--- src/rtl/reset_sequencer.sv ---
// -----------------------------------------------------------------------------
// reset_sequencer
//
// Releases NUM_STAGES downstream reset domains one at a time, in index order.
// After the clk-domain reset request has been low for HOLD_CYCLES, stage 0 is
// released; each released stage must raise its ready acknowledge, after which
// a GAP_CYCLES pause is inserted before the next stage is released. Once the
// last stage is acknowledged and its gap has elapsed, done is raised.
//
// Optional feature (macro RESET_SEQUENCER_TIMEOUT_EN):
//   When defined, a stage that fails to acknowledge within TIMEOUT_CYCLES puts
//   the block into a sticky FAULT state: every stage is put back into reset,
//   fault is raised and fault_stage reports the offending index. When the
//   macro is undefined, WAIT_ACK waits indefinitely and fault/fault_stage are
//   tied to 0.
//
// Ports:
//   clk          in   system clock
//   rst_n        in   asynchronous active-low reset
//   rst_req      in   active-high reset request, synchronous to clk
//   stage_ack    in   per-stage ready acknowledge (level, synchronous to clk)
//   stage_rst    out  per-stage active-high reset (registered)
//   done         out  all stages released and acknowledged (registered)
//   fault        out  acknowledge timeout occurred (registered)
//   fault_stage  out  index of the stage that timed out (registered)
// -----------------------------------------------------------------------------
module reset_sequencer #(
  parameter int unsigned NUM_STAGES     = 4,
  parameter int unsigned HOLD_CYCLES    = 16,
  parameter int unsigned GAP_CYCLES     = 8,
  parameter int unsigned TIMEOUT_CYCLES = 1024,
  parameter int unsigned CNT_W          = 16,
  localparam int unsigned IdxW          = (NUM_STAGES > 1) ? $clog2(NUM_STAGES) : 1
) (
  input  logic                  clk,
  input  logic                  rst_n,
  input  logic                  rst_req,
  input  logic [NUM_STAGES-1:0] stage_ack,
  output logic [NUM_STAGES-1:0] stage_rst,
  output logic                  done,
  output logic                  fault,
  output logic [IdxW-1:0]       fault_stage
);

  // ---------------------------------------------------------------------------
  // Parameter legality
  // ---------------------------------------------------------------------------
  localparam int unsigned MaxHg     = (HOLD_CYCLES > GAP_CYCLES) ? HOLD_CYCLES : GAP_CYCLES;
  localparam int unsigned MaxCycles = (MaxHg > TIMEOUT_CYCLES) ? MaxHg : TIMEOUT_CYCLES;

  if (NUM_STAGES < 1) begin : g_bad_num_stages
    $error("reset_sequencer: NUM_STAGES must be >= 1");
  end
  if (HOLD_CYCLES < 1) begin : g_bad_hold
    $error("reset_sequencer: HOLD_CYCLES must be >= 1");
  end
  if (GAP_CYCLES < 1) begin : g_bad_gap
    $error("reset_sequencer: GAP_CYCLES must be >= 1");
  end
  if (TIMEOUT_CYCLES < 1) begin : g_bad_timeout
    $error("reset_sequencer: TIMEOUT_CYCLES must be >= 1");
  end
  // Counter must be able to hold every terminal count.
  if (CNT_W == 0 || (CNT_W < 32 && (64'd1 << CNT_W) <= 64'(MaxCycles))) begin : g_bad_cnt_w
    $error("reset_sequencer: 2**CNT_W must exceed max(HOLD, GAP, TIMEOUT) cycles");
  end

  localparam logic [CNT_W-1:0] HoldLast = CNT_W'(HOLD_CYCLES - 1);
  localparam logic [CNT_W-1:0] GapLast  = CNT_W'(GAP_CYCLES - 1);
  localparam logic [IdxW-1:0]  LastIdx  = IdxW'(NUM_STAGES - 1);

  // ---------------------------------------------------------------------------
  // State
  // ---------------------------------------------------------------------------
  typedef enum logic [2:0] {
    StHold,
    StRelease,
    StWaitAck,
    StGap,
    StDone,
    StFault
  } state_e;

  state_e                  state_q, state_d;
  logic [CNT_W-1:0]        cnt_q, cnt_d;
  logic [IdxW-1:0]         idx_q, idx_d;
  logic [NUM_STAGES-1:0]   stage_rst_q, stage_rst_d;
  logic                    done_q, done_d;

  // Shared decode of the current cycle's conditions.
  logic ack_cur;
  logic hold_last;
  logic gap_last;
  logic last_stage;
  logic timeout_hit;

  always_comb begin
    ack_cur    = stage_ack[idx_q];
    hold_last  = (cnt_q == HoldLast);
    gap_last   = (cnt_q == GapLast);
    last_stage = (idx_q == LastIdx);
  end

`ifdef RESET_SEQUENCER_TIMEOUT_EN
  localparam logic [CNT_W-1:0] TimeoutLast = CNT_W'(TIMEOUT_CYCLES - 1);

  // An ack arriving on the terminal cycle wins over the timeout.
  always_comb begin
    timeout_hit = (state_q == StWaitAck) && !ack_cur && (cnt_q == TimeoutLast);
  end
`else
  always_comb begin
    timeout_hit = 1'b0;
  end
`endif

  // ---------------------------------------------------------------------------
  // Process 1: state register (plus counter, index and registered outputs)
  // ---------------------------------------------------------------------------
  always_ff @(posedge clk or negedge rst_n) begin
    if (!rst_n) begin
      state_q     <= StHold;
      cnt_q       <= '0;
      idx_q       <= '0;
      stage_rst_q <= '1;
      done_q      <= 1'b0;
    end else begin
      state_q     <= state_d;
      cnt_q       <= cnt_d;
      idx_q       <= idx_d;
      stage_rst_q <= stage_rst_d;
      done_q      <= done_d;
    end
  end

  // ---------------------------------------------------------------------------
  // Process 2: next-state, counter and index
  // ---------------------------------------------------------------------------
  always_comb begin
    state_d = state_q;
    cnt_d   = cnt_q;
    idx_d   = idx_q;

    if (rst_req) begin
      // A request restarts everything, including the hold count.
      state_d = StHold;
      cnt_d   = '0;
      idx_d   = '0;
    end else begin
      unique case (state_q)
        StHold: begin
          if (hold_last) begin
            cnt_d   = '0;
            idx_d   = '0;
            state_d = StRelease;
          end else begin
            cnt_d = cnt_q + CNT_W'(1);
          end
        end

        StRelease: begin
          cnt_d   = '0;
          state_d = StWaitAck;
        end

        StWaitAck: begin
          if (ack_cur) begin
            cnt_d   = '0;
            state_d = StGap;
          end else if (timeout_hit) begin
            cnt_d   = '0;
            state_d = StFault;
          end else begin
`ifdef RESET_SEQUENCER_TIMEOUT_EN
            cnt_d = cnt_q + CNT_W'(1);
`endif
          end
        end

        StGap: begin
          if (gap_last) begin
            cnt_d = '0;
            if (last_stage) begin
              state_d = StDone;
            end else begin
              idx_d   = idx_q + IdxW'(1);
              state_d = StRelease;
            end
          end else begin
            cnt_d = cnt_q + CNT_W'(1);
          end
        end

        // Sticky until rst_req or rst_n.
        StDone, StFault: begin
          state_d = state_q;
        end

        default: begin
          state_d = StHold;
          cnt_d   = '0;
          idx_d   = '0;
        end
      endcase
    end
  end

  // ---------------------------------------------------------------------------
  // Process 3: next values of the registered outputs
  // ---------------------------------------------------------------------------
  always_comb begin
    stage_rst_d = stage_rst_q;
    done_d      = done_q;

    if (rst_req) begin
      stage_rst_d = '1;
      done_d      = 1'b0;
    end else begin
      unique case (state_q)
        StRelease: begin
          stage_rst_d[idx_q] = 1'b0;
        end
        StWaitAck: begin
          // A timed-out stage sends every domain back into reset.
          if (timeout_hit) begin
            stage_rst_d = '1;
          end
        end
        StGap: begin
          if (gap_last && last_stage) begin
            done_d = 1'b1;
          end
        end
        default: begin
          stage_rst_d = stage_rst_q;
        end
      endcase
    end
  end

  assign stage_rst = stage_rst_q;
  assign done      = done_q;

  // ---------------------------------------------------------------------------
  // Fault reporting
  // ---------------------------------------------------------------------------
`ifdef RESET_SEQUENCER_TIMEOUT_EN
  logic            fault_q, fault_d;
  logic [IdxW-1:0] fault_stage_q, fault_stage_d;

  always_comb begin
    fault_d       = fault_q;
    fault_stage_d = fault_stage_q;
    if (rst_req) begin
      fault_d       = 1'b0;
      fault_stage_d = '0;
    end else if (timeout_hit) begin
      fault_d       = 1'b1;
      fault_stage_d = idx_q;
    end
  end

  always_ff @(posedge clk or negedge rst_n) begin
    if (!rst_n) begin
      fault_q       <= 1'b0;
      fault_stage_q <= '0;
    end else begin
      fault_q       <= fault_d;
      fault_stage_q <= fault_stage_d;
    end
  end

  assign fault       = fault_q;
  assign fault_stage = fault_stage_q;
`else
  assign fault       = 1'b0;
  assign fault_stage = '0;
`endif

endmodule

--- config.mk ---
export PLATFORM = sky130hd
export DESIGN_NAME = reset_sequencer
export DESIGN_NICKNAME = d
export VERILOG_FILES = /design/src/rtl/reset_sequencer.sv
export SDC_FILE = /design/constraint.sdc
export NUM_CORES = 1
export LEC_CHECK = 0
export BUFFER_PORTS_ARGS = -buffer_cell sky130_fd_sc_hd__buf_2
export CORE_MARGIN = 2
export CORE_UTILIZATION = 62
export DETAILED_ROUTE_END_ITERATION = 8
export GPL_TIMING_DRIVEN = 0
export PLACE_DENSITY_LB_ADDON = 0.3
export SLEW_MARGIN = 20
export SYNTH_ARGS = -nofsm -noshare
export SYNTH_HDL_FRONTEND = slang
export SYNTH_SLANG_ARGS = --single-unit
export TNS_END_PERCENT = 1
--- constraint.sdc ---
create_clock -name clk -period 6.4 [get_ports clk]
set_clock_uncertainty 0.2 [all_clocks]
set_input_delay 0.64 -clock clk [delete_from_list [all_inputs] [get_ports clk]]
set_output_delay 0.64 -clock clk [all_outputs]
set_load 0.005 [all_outputs]
==> results.md <==
* Skew-Pair Late Insertion Delay at 330 ps
* CP peak stage delay at 500 ps
* Asr flop ratio synth at 100.0%
* Drt drc at 0
* Sink Count at 26
* DP HPWL at 2364 µm
* Worst vdd ir at 0.2110 mV
* Post-synth top flop: dfrtp_1
* Post-synth cell types at 39
* Clk buf depth at 2
* Antenna Violating Nets Remaining at 0
* CP arrival at 2480 ps
* Register-to-register setup slack at 3950 ps
* Critical Path RT at 6430 ps
* Length of the first detailed-routing pass in iterations at 4
* Warnings, synthesis at 0
* Tot Pwr at 0.3890 mW
* Die ar. at 2798 µm²
* DR iter-0 viols at 61
* Setup violators final at 0
* DP Cell Count at 199
* Setup bufs post-CTS at 0
* TritonCTS Buffers at 3
* GRT Util Overall at 27.48%
* H-tree depth reported by CTS at 1
* Detailed-route via count at 1283
* Final WL at 3273 µm
* Wire per inst at 16.12 µm
* Layout Nets at 188
* Post-synth EDFFs at 0
* Leakage at 0.7477 nW
* RD Place Congestion at 0.8545
* Root Driver: clkbuf_4
* Grt ovf at 0
* Layout cells sized above 1 at 18.86%
* Hold Fails Final Rpt at 0
* Critical path fanouts, max at 10
* P per Cell Area at 240.6 nW/µm²
* Die H at 52.90 µm
* Diode count at 0
* CTS tree: built
* #FFs+latches synth at 26
* IO Pins at 15
* Worst slew pin tran at 573.4 ps
* Kind of critical path: register to register
* Sequential fraction of the synthesis area at 44.22%
* Worst hold-check path type: input pin to async pin
* Largest net degree at the start of global routing at 27
* CP max stage cell: nor4_1
* Final Slew Violations at 0
* Number of global-route vias before repair at 1274
* Max Clock Freq at 408.3 MHz
* Status: complete, no violations
* RSZ-0062 raised after global routing: false
* CP Cell Sequence: nor4_1 > nand4_1 > a32o_2 > clkbuf_1 > a221o_1
* Antenna violations before repair at 0
* Min Tclk post-route at 2449 ps
* Final period util at 38.27%
* CP startpoint kind: register
* Crit end category: register
* Core area at 2233 µm²
* Rows at 17
* Relative slew slack at 61.77%
* Via density at 6.320
* Port Buf Inserts at 11
* Starting Density at 66.39%
* Non-Filler Instances at 203
* Syn avg cell area at 9.384 µm²
* Cts repair resizes at 0
* Cts hold-fix bufs at 0
* Max cap viols at 0
* Post-synthesis cell area at 1483 µm²
* Sum of negative setup slack at 0 ps
* Synth Instances at 158
* First-pass GRT wire length at 5623 µm
* Area grow syn2layout at 9.030%
* Clk pin slew, worst setup/hold paths at 150 ps
* Die Span X at 52.90 µm
==> area by class of cell <==
type	instances	area, µm²
Multi-Input combinational cell	121	755.7
Timing Repair Buffer	11	55.05
Fill cell	176	616.8
Clock buffer	4	36.28
Tap cell	28	35.03
Buffer	7	56.30
Sequential cell	26	655.6
Inverter	6	22.52
==> per-layer routing <==
layer  up-vias  share of wire, %  wire [µm]  global-route usage (%)
li1        610                 -          -                       -
met1       605                41       1356                   35.26
met2        58                50       1640                   45.42
met3        10               6.5        213                   5.367
met4         0               1.9         61                   10.68
met5         -                 0          0                       0
==> worst paths after layout <==
check / endpoint / depth (start not counted) / start
setup / recovery: cnt_q[15] / 5 / cnt_q[10]
hold / removal: cnt_q[11] / 1 / rst_n
setup reg to reg: cnt_q[15] / 5 / cnt_q[10]
hold reg to reg: stage_rst[1] / 2 / stage_rst[1]
max in group asynchronous: stage_rst[0] / 1 / rst_n
min in group clk: stage_rst[1] / 2 / stage_rst[1]
==> power by group <==
part	internal (mW)	switching, mW
clock network	0.0348	0.0508
logic	0.0440	0.0618
registers	0.179	0.0180
total	0.258	0.131
==> critical path, delay by kind of cell (launching register included) <==
family	cells	cell delay (ps)
compound gates	2	730
buf+inv	1	240
flops	1	470
simple gates	2	720
==> Yosys cell counts (all sizes together) (2+ instances only) <==
master / n / area share (%)
a32o: 2 / 1.4
ha: 5 / 4.2
dfrtp: 22 / 37
nor3: 2 / 0.68
o21ai: 9 / 3.0
a21oi: 9 / 3.8
nand4: 5 / 2.1
inv: 6 / 1.5
nor4: 5 / 2.5
a22o: 2 / 1.2
nor2: 10 / 2.5
nand3b: 2 / 1.0
nand2: 25 / 6.5
dfstp: 4 / 7.1
nand3: 5 / 1.7
a31oi: 10 / 4.2
buf: 6 / 3.5
mux2: 2 / 1.5
and3: 7 / 3.0
a221o: 4 / 2.7
nand2b: 4 / 1.7
==> state kept, by name, summed over array words and instances (netlist names) <==
register and count:
cnt_q 16, done 1, stage_rst 4, idx_q 2, state_q 3
==> placed cells by master (no fill, tap or decap), drive strengths merged, types with 2 or more instances in the layout <==
| cell type | instances |
|---|---|
| nand2 | 25 |
| dfrtp | 22 |
| buf | 17 |
| nor2 | 10 |
| a31oi | 10 |
| a21oi | 9 |
| o21ai | 9 |
| and3 | 7 |
| inv | 6 |
| nand4 | 5 |
| nand3 | 5 |
| ha | 5 |
| nor4 | 5 |
| clkbuf | 5 |
| a221o | 4 |
| nand2b | 4 |
| dfstp | 4 |
| conb | 3 |
| nor3 | 2 |
| nand3b | 2 |
| a22o | 2 |
| mux2 | 2 |
| a32o | 2 |
==> per-stage QoR <==
stage / util (%) / hold slack [ps] / worst slack, ps / area, µm²
2_1_floorplan: - / 144.4 / 4194 / 1490
3_3_place_gp: 70.76 / 242.5 / 3967 / 1580
3_5_place_dp: 70.76 / 248.9 / 3910 / 1580
4_1_cts: 72.38 / 104.6 / 3955 / 1617
5_1_grt: 72.38 / 116.3 / 3845 / 1617
6_report: 72.38 / 81.82 / 3951 / 1617
==> cells by family after synthesis <==
logic type      synth area share (%)
fa+ha+maj                      4.219
flops                          44.22
buf+inv                        5.316
mux                            3.038
other cells                   0.2529
simple gates                   24.89
compound gates                 18.06
Note: power is estimated with default switching activity, not from simulation.
